===== src/rtl/multi_cycle_ctrl.sv =====
// multi_cycle_ctrl: Moore sequencer for a multi-cycle MIPS datapath.
// It walks each instruction through fetch/decode/execute/memory/writeback
// and drives every datapath strobe and mux select.
// Optional feature macro: MC_CTRL_STAT_EN adds cycle_cnt / instr_cnt
// statistics outputs; without it those ports and counters do not exist.
//
// state    | meaning
// ---------+------------------------------------------------------------
// S_FETCH  | load IR, PC <= PC+4
// S_DECODE | classify opcode/funct, flag unsupported encodings
// S_EXE    | ALU operation for R-type, ori, lui and address calc for lw/sw
// S_MEM    | data memory access, held for MEM_WAIT extra cycles
// S_WB     | register file write for ALU results and lw data
// S_BR     | beq: PC <= branch target when zero is set
// S_JMP    | jal (link to $31) / jr (PC <= rs)
// 7..15    | unreachable; recover to S_FETCH
//
// Outputs are decoded from the state register together with the live IR
// fields. IR only loads at the end of S_FETCH, so decode-cycle outputs
// (ext_op, illegal) cannot be pre-registered one cycle earlier.
module multi_cycle_ctrl #(
  parameter int MEM_WAIT = 0,
  parameter int CNT_W    = 32
) (
  input  logic             clk,
  input  logic             reset,
  input  logic [5:0]       opcode,
  input  logic [5:0]       funct,
  input  logic             zero,
  output logic             pc_wr,
  output logic             ir_wr,
  output logic             reg_wr,
  output logic             mem_wr,
  output logic             ext_op,
  output logic             alu_src,
  output logic [2:0]       alu_op,
  output logic [1:0]       reg_dst,
  output logic [1:0]       wd_sel,
  output logic [1:0]       npc_op,
  output logic [3:0]       state,
  output logic             illegal
`ifdef MC_CTRL_STAT_EN
  ,
  output logic [CNT_W-1:0] cycle_cnt,
  output logic [CNT_W-1:0] instr_cnt
`endif
);

  typedef enum logic [3:0] {
    S_FETCH  = 4'd0,
    S_DECODE = 4'd1,
    S_EXE    = 4'd2,
    S_MEM    = 4'd3,
    S_WB     = 4'd4,
    S_BR     = 4'd5,
    S_JMP    = 4'd6
  } state_t;

  typedef enum logic [3:0] {
    I_NOP,
    I_ADDU,
    I_SUBU,
    I_JR,
    I_ORI,
    I_LUI,
    I_LW,
    I_SW,
    I_BEQ,
    I_JAL,
    I_ILL
  } instr_t;

  localparam logic [5:0] OP_RTYPE = 6'b000000;
  localparam logic [5:0] OP_ORI   = 6'b001101;
  localparam logic [5:0] OP_LUI   = 6'b001111;
  localparam logic [5:0] OP_LW    = 6'b100011;
  localparam logic [5:0] OP_SW    = 6'b101011;
  localparam logic [5:0] OP_BEQ   = 6'b000100;
  localparam logic [5:0] OP_JAL   = 6'b000011;

  localparam logic [5:0] FN_ADDU  = 6'b100001;
  localparam logic [5:0] FN_SUBU  = 6'b100011;
  localparam logic [5:0] FN_JR    = 6'b001000;
  localparam logic [5:0] FN_NOP   = 6'b000000;

  localparam logic [3:0] WAIT_LAST = 4'(MEM_WAIT);

  // Reject parameter values the 4-bit wait counter or counters cannot hold
  if (MEM_WAIT < 0 || MEM_WAIT > 15 || CNT_W < 1) begin : g_param_chk
    $error("multi_cycle_ctrl: MEM_WAIT must be 0..15 and CNT_W >= 1");
  end

  state_t     state_q;
  logic [3:0] wait_cnt;
  instr_t     instr;
  logic       ext_sel;

  logic       pc_wr_c;
  logic       ir_wr_c;
  logic       reg_wr_c;
  logic       mem_wr_c;
  logic       ext_op_c;
  logic       alu_src_c;
  logic [2:0] alu_op_c;
  logic [1:0] reg_dst_c;
  logic [1:0] wd_sel_c;
  logic [1:0] npc_op_c;
  logic       illegal_c;

  // Classify the instruction held in IR
  always_comb begin
    instr = I_ILL;
    case (opcode)
      OP_RTYPE: begin
        case (funct)
          FN_ADDU: instr = I_ADDU;
          FN_SUBU: instr = I_SUBU;
          FN_JR:   instr = I_JR;
          FN_NOP:  instr = I_NOP;
          default: instr = I_ILL;
        endcase
      end
      OP_ORI:  instr = I_ORI;
      OP_LUI:  instr = I_LUI;
      OP_LW:   instr = I_LW;
      OP_SW:   instr = I_SW;
      OP_BEQ:  instr = I_BEQ;
      OP_JAL:  instr = I_JAL;
      default: instr = I_ILL;
    endcase
  end

  // Sign-extend only for the offset-carrying instructions
  always_comb begin
    ext_sel = (instr == I_LW) || (instr == I_SW) || (instr == I_BEQ);
  end

  // State sequencing and the S_MEM wait counter
  always_ff @(posedge clk) begin
    if (reset) begin
      state_q  <= S_FETCH;
      wait_cnt <= 4'd0;
    end else begin
      case (state_q)
        S_FETCH: begin
          state_q <= S_DECODE;
        end
        S_DECODE: begin
          case (instr)
            I_ADDU, I_SUBU, I_ORI, I_LUI, I_LW, I_SW: state_q <= S_EXE;
            I_BEQ:                                    state_q <= S_BR;
            I_JAL, I_JR:                              state_q <= S_JMP;
            default:                                  state_q <= S_FETCH;
          endcase
        end
        S_EXE: begin
          wait_cnt <= 4'd0;
          if (instr == I_LW || instr == I_SW) begin
            state_q <= S_MEM;
          end else begin
            state_q <= S_WB;
          end
        end
        S_MEM: begin
          if (wait_cnt == WAIT_LAST) begin
            wait_cnt <= 4'd0;
            state_q  <= (instr == I_LW) ? S_WB : S_FETCH;
          end else begin
            wait_cnt <= wait_cnt + 4'd1;
          end
        end
        S_WB:    state_q <= S_FETCH;
        S_BR:    state_q <= S_FETCH;
        S_JMP:   state_q <= S_FETCH;
        default: begin
          state_q  <= S_FETCH;
          wait_cnt <= 4'd0;
        end
      endcase
    end
  end

  // Per-state strobe and select decode
  always_comb begin
    pc_wr_c   = 1'b0;
    ir_wr_c   = 1'b0;
    reg_wr_c  = 1'b0;
    mem_wr_c  = 1'b0;
    ext_op_c  = 1'b0;
    alu_src_c = 1'b0;
    alu_op_c  = 3'd0;
    reg_dst_c = 2'd0;
    wd_sel_c  = 2'd0;
    npc_op_c  = 2'd0;
    illegal_c = 1'b0;
    case (state_q)
      S_FETCH: begin
        ir_wr_c = 1'b1;
        pc_wr_c = 1'b1;
      end
      S_DECODE: begin
        ext_op_c  = ext_sel;
        illegal_c = (instr == I_ILL);
      end
      S_EXE: begin
        ext_op_c = ext_sel;
        case (instr)
          I_SUBU:      alu_op_c = 3'd1;
          I_ORI:       alu_op_c = 3'd2;
          I_LUI:       alu_op_c = 3'd3;
          default:     alu_op_c = 3'd0;
        endcase
        alu_src_c = (instr == I_ORI) || (instr == I_LUI) ||
                    (instr == I_LW)  || (instr == I_SW);
      end
      S_MEM: begin
        ext_op_c = ext_sel;
        // a write must hit DM exactly once, however long the access waits
        mem_wr_c = (instr == I_SW) && (wait_cnt == 4'd0);
      end
      S_WB: begin
        ext_op_c = ext_sel;
        reg_wr_c = 1'b1;
        case (instr)
          I_ADDU, I_SUBU: begin
            reg_dst_c = 2'd1;
            wd_sel_c  = 2'd0;
          end
          I_LW: begin
            reg_dst_c = 2'd0;
            wd_sel_c  = 2'd1;
          end
          default: begin
            reg_dst_c = 2'd0;
            wd_sel_c  = 2'd0;
          end
        endcase
      end
      S_BR: begin
        ext_op_c = ext_sel;
        npc_op_c = 2'd1;
        pc_wr_c  = zero;
      end
      S_JMP: begin
        ext_op_c = ext_sel;
        pc_wr_c  = 1'b1;
        if (instr == I_JAL) begin
          npc_op_c  = 2'd2;
          reg_wr_c  = 1'b1;
          reg_dst_c = 2'd2;
          wd_sel_c  = 2'd2;
        end else begin
          npc_op_c = 2'd3;
        end
      end
      default: begin
        pc_wr_c = 1'b0;
      end
    endcase
  end

  // Reset blanks every output immediately, before the synchronous edge lands
  always_comb begin
    pc_wr   = reset ? 1'b0 : pc_wr_c;
    ir_wr   = reset ? 1'b0 : ir_wr_c;
    reg_wr  = reset ? 1'b0 : reg_wr_c;
    mem_wr  = reset ? 1'b0 : mem_wr_c;
    ext_op  = reset ? 1'b0 : ext_op_c;
    alu_src = reset ? 1'b0 : alu_src_c;
    alu_op  = reset ? 3'd0 : alu_op_c;
    reg_dst = reset ? 2'd0 : reg_dst_c;
    wd_sel  = reset ? 2'd0 : wd_sel_c;
    npc_op  = reset ? 2'd0 : npc_op_c;
    illegal = reset ? 1'b0 : illegal_c;
    state   = reset ? 4'd0 : state_q;
  end

`ifdef MC_CTRL_STAT_EN
  logic [CNT_W-1:0] cycle_q;
  logic [CNT_W-1:0] instr_q;

  // Free-running statistics; both wrap naturally at all-ones
  always_ff @(posedge clk) begin
    if (reset) begin
      cycle_q <= '0;
      instr_q <= '0;
    end else begin
      cycle_q <= cycle_q + CNT_W'(1);
      if (state_q == S_FETCH) begin
        instr_q <= instr_q + CNT_W'(1);
      end
    end
  end

  // Counters read as zero while reset is held, like every other output
  always_comb begin
    cycle_cnt = reset ? '0 : cycle_q;
    instr_cnt = reset ? '0 : instr_q;
  end
`endif

endmodule

===== config.mk =====
export PLATFORM = sky130hd
export DESIGN_NAME = multi_cycle_ctrl
export DESIGN_NICKNAME = d
export VERILOG_FILES = /design/src/rtl/multi_cycle_ctrl.sv
export SDC_FILE = /design/constraint.sdc
export NUM_CORES = 1
export LEC_CHECK = 0
export CORE_ASPECT_RATIO = 1.2
export CORE_MARGIN = 2
export CORE_UTILIZATION = 47
export CTS_BUF_LIST = sky130_fd_sc_hd__clkbuf_16
export CTS_CLUSTER_SIZE = 25
export DETAILED_ROUTE_END_ITERATION = 12
export PLACE_DENSITY_LB_ADDON = 0.25
export RECOVER_POWER = 50
export SLEW_MARGIN = 20
export SYNTH_ARGS = -nofsm -noshare
export SYNTH_HDL_FRONTEND = slang
export SYNTH_SLANG_ARGS = --single-unit

===== constraint.sdc =====
create_clock -name clk -period 9.2 [get_ports clk]
set_input_delay 2.76 -clock clk [delete_from_list [all_inputs] [get_ports clk]]
set_output_delay 2.76 -clock clk [all_outputs]
set_load 0.05 [all_outputs]

### After elaboration in Yosys (flattened, before gate mapping)

Memory sizes are Yosys's and may differ from the RTL's.
Index checks and enable logic that the tools add are counted.

| word-level totals | value |
|---|---|
| memories | 1 |
| ROM bits | 48 |
| input bits | 15 |
| register bits after elaboration | 8 |
| output and inout bits | 20 |
| word-level logic and storage cells | 80 |

Memory list:

| memory | depth | width | rd ports | clocked after Yosys merged registers in | wr ports | RTL line | text |
|---|---|---|---|---|---|---|---|
| (no name shown) | 16 | 3 | 1 | 0 | 0 | 149 | `case (instr)` |

| operators by class | value |
|---|---|
| reductions and logical operators | 14 |
| eq/ne operators | 25 |
| mux-type cells | 37 |
| add/subtract/negate cells | 1 |

Operators with widths:

| operator | number |
|---|---|
| 4-bit one-hot mux with 4 select lines | 2 |
| 4-bit by 3-bit == test with 1-bit output (second input constant) | 7 |
| 4-bit one-hot mux with 7 select lines | 1 |
| 6-bit == test (second input constant) | 4 |
| 6-bit by 4-bit == test with 1-bit output (second input constant) | 3 |
| 1-bit two-way mux | 16 |
| 4-bit by 2-bit == test with 1-bit output (second input constant) | 3 |
| 4-bit == test (second input constant) | 3 |
| 6-bit zero test | 2 |
| 4-bit two-way mux | 3 |
| 2-bit one-hot mux with 2 select lines | 3 |
| 2-bit two-way mux | 5 |
| 3-bit two-way mux | 3 |
| 4-bit by 1-bit == test with 1-bit output (second input constant) | 2 |
| 4-bit zero test | 2 |
| 4-bit one-hot mux with 2 select lines | 1 |
| 6-bit by 2-bit == test with 1-bit output (second input constant) | 1 |
| 6-bit by 3-bit == test with 1-bit output (second input constant) | 1 |
| 2-bit one-hot mux with 3 select lines | 1 |
| 6-bit OR reduction | 1 |
| 1-bit logical OR | 5 |
| 5-bit OR reduction | 1 |
| 4-bit by 1-bit adder with 4-bit output (second input constant) | 1 |
| 1-bit one-hot mux with 2 select lines | 2 |
| 3 further kinds | 4 |

### Depth between registers and ports, before layout

| depth | value |
|---|---|
| word-level depth | 9 |
| gate-level depth with buffers | 7 |
| depth with buffers taken out | 7 |

### Least setup slack after synthesis

No wires, ideal clock.

| timing | value |
|---|---|
| path type | in2out |
| start point | input opcode[2] |
| end point | output reg_dst[0] |
| stages | 6 |
| data arrival time | 5.044 ns |
| slack | 1.396 ns |
| path buffers | 1 |
| cell sequence | buf_2 -> or4_1 -> a2111oi_2 -> a21oi_1 -> xnor2_1 -> nor3_1 |

| between the ends | value |
|---|---|
| longest elaborated chain between the ends | 7 |

Ends and longest elaborated chain:

| item | RTL line | text |
|---|---|---|
| start: declaration | 27 | `input logic [5:0] opcode,` |
| 6-bit by 2-bit == test with 1-bit output (tied with other cells) | 113 | `case (opcode)` |
| 4-bit one-hot mux with 7 select lines * | 113 |  |
| 4-bit by 1-bit == test with 1-bit output or 4-bit by 2-bit == test with 1-bit output (tied branches) | 224 | `case (instr)` |
| 2-bit OR reduction * | 224 |  |
| 1-bit two-way mux * | 224 |  |
| 2-bit one-hot mux with 2 select lines * | 196 | `case (state_q)` |
| 2-bit two-way mux * | 271 | `reg_dst = reset ? 2'd0 : reg_dst_c;` |
| end: declaration | 37 | `output logic [1:0] reg_dst,` |

Every way passes the cells marked *; elsewhere a longest branch is shown, timed or not.

### Worst setup path after layout

| timing | value |
|---|---|
| start point | input opcode[5] |
| end point | output reg_dst[0] |

The elaborated chain is that of the path after synthesis.

==> impl_metrics.py <==
metrics = {
    "logic_synthesis": {
        "ys_types": 48,
        "syn-cell-area_um2": 905.9,
        "avgSynthCellArea_um2": 7.425,
        "ys_ff_latch": 7,
        "yosys_warnings": 0,
        "ys_seq_area_share_pct": 15.47,
        "synth_edf_count": 0,
        "async_flop_share_pct": 0,
        "synthFlopType": "dfxtp_1",
        "syn-instance-count": 122,
    },
    "timing": {
        "finalCritPeriodShare_pct": 92.70,
        "tns_ns": 0,
        "worst_pin_slew_ns": 0.5449,
        "fin_skew_ns": 0.0006491,
        "max_freq_ghz": 0.1173,
        "rsz0062_at_grt": "false",
        "setup_viol": 0,
        "slew_headroom_pct": 63.55,
        "finalCriticalPeriod_ns": 8.529,
        "finalMaxSlewViolations": 0,
        "hold_viol_final": 0,
    },
    "clock_tree": {
        "htreeDepth": 1,
        "cts_buffer_depth": 2,
        "postCtsHoldBufs": 0,
        "cts_resized": 0,
        "tritoncts": "done",
        "cts_setup_buffers": 0,
        "cts_buffers": 3,
        "clk_latency_ns": 0.23,
        "cts_sinks": 7,
        "root_buffer": "clkbuf_16",
        "clkSlewWorstSetupHoldPaths_ns": 0.04,
    },
    "cells_and_area": {
        "drive_gt1_share_pct": 8.667,
        "layout_common_cells": "clkdlybuf4s50_1 (25), nor2_1 (12), inv_1 (9), a21oi_1 (9)",
        "nets": 168,
        "area_growth_pct": 40.75,
        "fillers": 161,
        "ff_latch_area_um2": 140.1,
        "final_common_cell": "clkdlybuf4s50_1",
        "multi_input_area_um2": 681.9,
        "final_util_pct": 69.70,
        "diodes": 0,
    },
    "placement": {
        "hpwlAfterDp_mm": 1.807,
        "gp_congestion": 0.8175,
        "io_buffers": 32,
    },
    "worst_setup_path": {
        "regToRegSetupSlack_ns": 7.29,
        "r2r_end": "wait_cnt[2]",
        "r2r-start": "state_q[0]",
        "cp-end-kind": "output port",
        "crit_chain": "dlygate4sd3_1 -> or4_1 -> a2111oi_4 -> and2b_4 -> xnor2_1 -> nor3_1 -> clkdlybuf4s50_1",
        "crit_arrival_ns": 5.77,
        "cp_slowest_stage_delay_ns": 0.84,
        "crit_type": "primary input to output port",
        "slowest_stage": "clkdlybuf4s50_1",
        "path_max_fanout": 7,
        "setup.worst_path.start_class": "primary input",
        "rr_worst_depth": 4,
        "cp_data_required_time_ns": 6.44,
    },
    "route": {
        "firstDrtPassIters": 4,
        "ant_nets": 0,
        "remaining_drc_errors": 0,
        "wl_per_cell_um": 13.44,
        "via_per_inst": 5.905,
        "vias": 998,
        "wirelength_mm": 2.272,
        "drt_iter0_markers": 13,
    },
    "worst_hold_path": {
        "hold_depth": 2,
        "min_to": "wait_cnt[3]",
        "hp-start": "wait_cnt[3]",
        "hp-class": "flop to flop",
    },
    "grt": {
        "grt_pass1_vias": 910,
        "overflow": 0,
        "grt_pass1_wl_mm": 3.884,
        "grt_use_total_pct": 22.30,
        "grt_max_degree": 17,
        "antenna_found_initial": 0,
    },
    "die": {
        "die_w_um": 44.08,
        "io_pins": 35,
        "die_h_um": 52.09,
        "fp-row-count": 17,
        "die_area_um2": 2296,
        "initial_core_util_pct": 49.52,
        "core_um2": 1829,
    },
    "power_and_ir_drop": {
        "powerDensity_nw_per_um2": 107.7,
        "ir_drop_mv": 0.06846,
        "p_leak_nw": 0.4535,
    },
    "job": {
        "drv_cap": 0,
    },
    "status": {
        "status": "completed",
    },
}
## cells in the mapped netlist (3+ instances only)
cell type	instances	area (um2)
nand2_1	4	15.01
a2111oi_2	3	45.04
o21ai_0	4	20.02
nor2_1	12	45.04
nand3b_1	5	37.54
or3_1	5	31.28
inv_1	8	30.03
a21oi_1	9	45.04
or4_1	3	22.52
nor2b_1	3	18.77
nand3_1	5	25.02
nand2b_1	3	18.77
nor3_1	7	35.03
dfxtp_1	7	140.1
clkbuf_1	4	15.01
buf_4	3	22.52
## cell families after synthesis
group                      share of synthesized area, %
AOI/OAI and AO/OA                                 25.69
xor gates and xnor gates                          2.901
adders and majority gates                         2.762
buffers and inverters                             9.253
DFF                                               15.47
muxes                                             2.348
other                                            0.4140
and+or+nand+nor                                   41.16
## metal layers
metal / global-route usage, % / vias to the layer above / share of wire [%]
li1: - / 503 / -
met1: 25.26 / 472 / 42
met2: 39.95 / 18 / 54
met3: 3.125 / 5 / 2.5
met4: 10.61 / 0 / 1.8
met5: 0 / - / 0
## state kept, by name (all words and copies together), names as in the netlist
| name | count |
|---|---|
| state_q | 3 |
| wait_cnt | 4 |
## through the flow
step,hold slack [ns],power (mW),cells,worst slack [ns],instance area (um2)
after floorplan,0.4583,0.05376,123,1.396,909.6
after global placement,0.4754,0.06520,165,0.9039,1200
after detailed placement,0.4920,0.06563,165,0.8816,1200
after CTS,0.5014,0.1388,169,0.8711,1279
after global routing,0.5410,0.1435,169,0.5277,1275
final,0.4949,0.1373,169,0.6714,1275
## layout make-up
type / instances / area share, %
inverters: 8 / 2.355
well taps: 19 / 1.865
multi-input cells: 99 / 53.48
flip-flops and latches: 7 / 10.99
clock buffers: 3 / 5.888
clock inverters: 1 / 0.2944
repair buffers: 32 / 25.12
## critical path, delay by kind of cell
family	cells	cell delay, ns
buf+inv	2	1.48
xor+xnor	1	0.12
compound gates	1	0.29
simple gates	3	1.12
## how the worst max path moves through the flow
stage               cells after the start  slack, ns    endpoint      start
global placement                        5       0.90      ext_op  opcode[5]
global route                            7       0.53  reg_dst[0]  opcode[5]
detailed placement                      5       0.88      ext_op  opcode[5]
floorplan                               6       1.40  reg_dst[0]  opcode[2]
finish                                  7       0.67  reg_dst[0]  opcode[5]
CTS                                     7       0.87  reg_dst[0]  opcode[5]
## power breakdown
group	internal [mW]	switching (mW)
logic	0.0129	0.0184
registers	0.0311	0.00202
clock network	0.0565	0.0163
total	0.101	0.0367
Note: power is estimated with default switching activity, not from simulation.
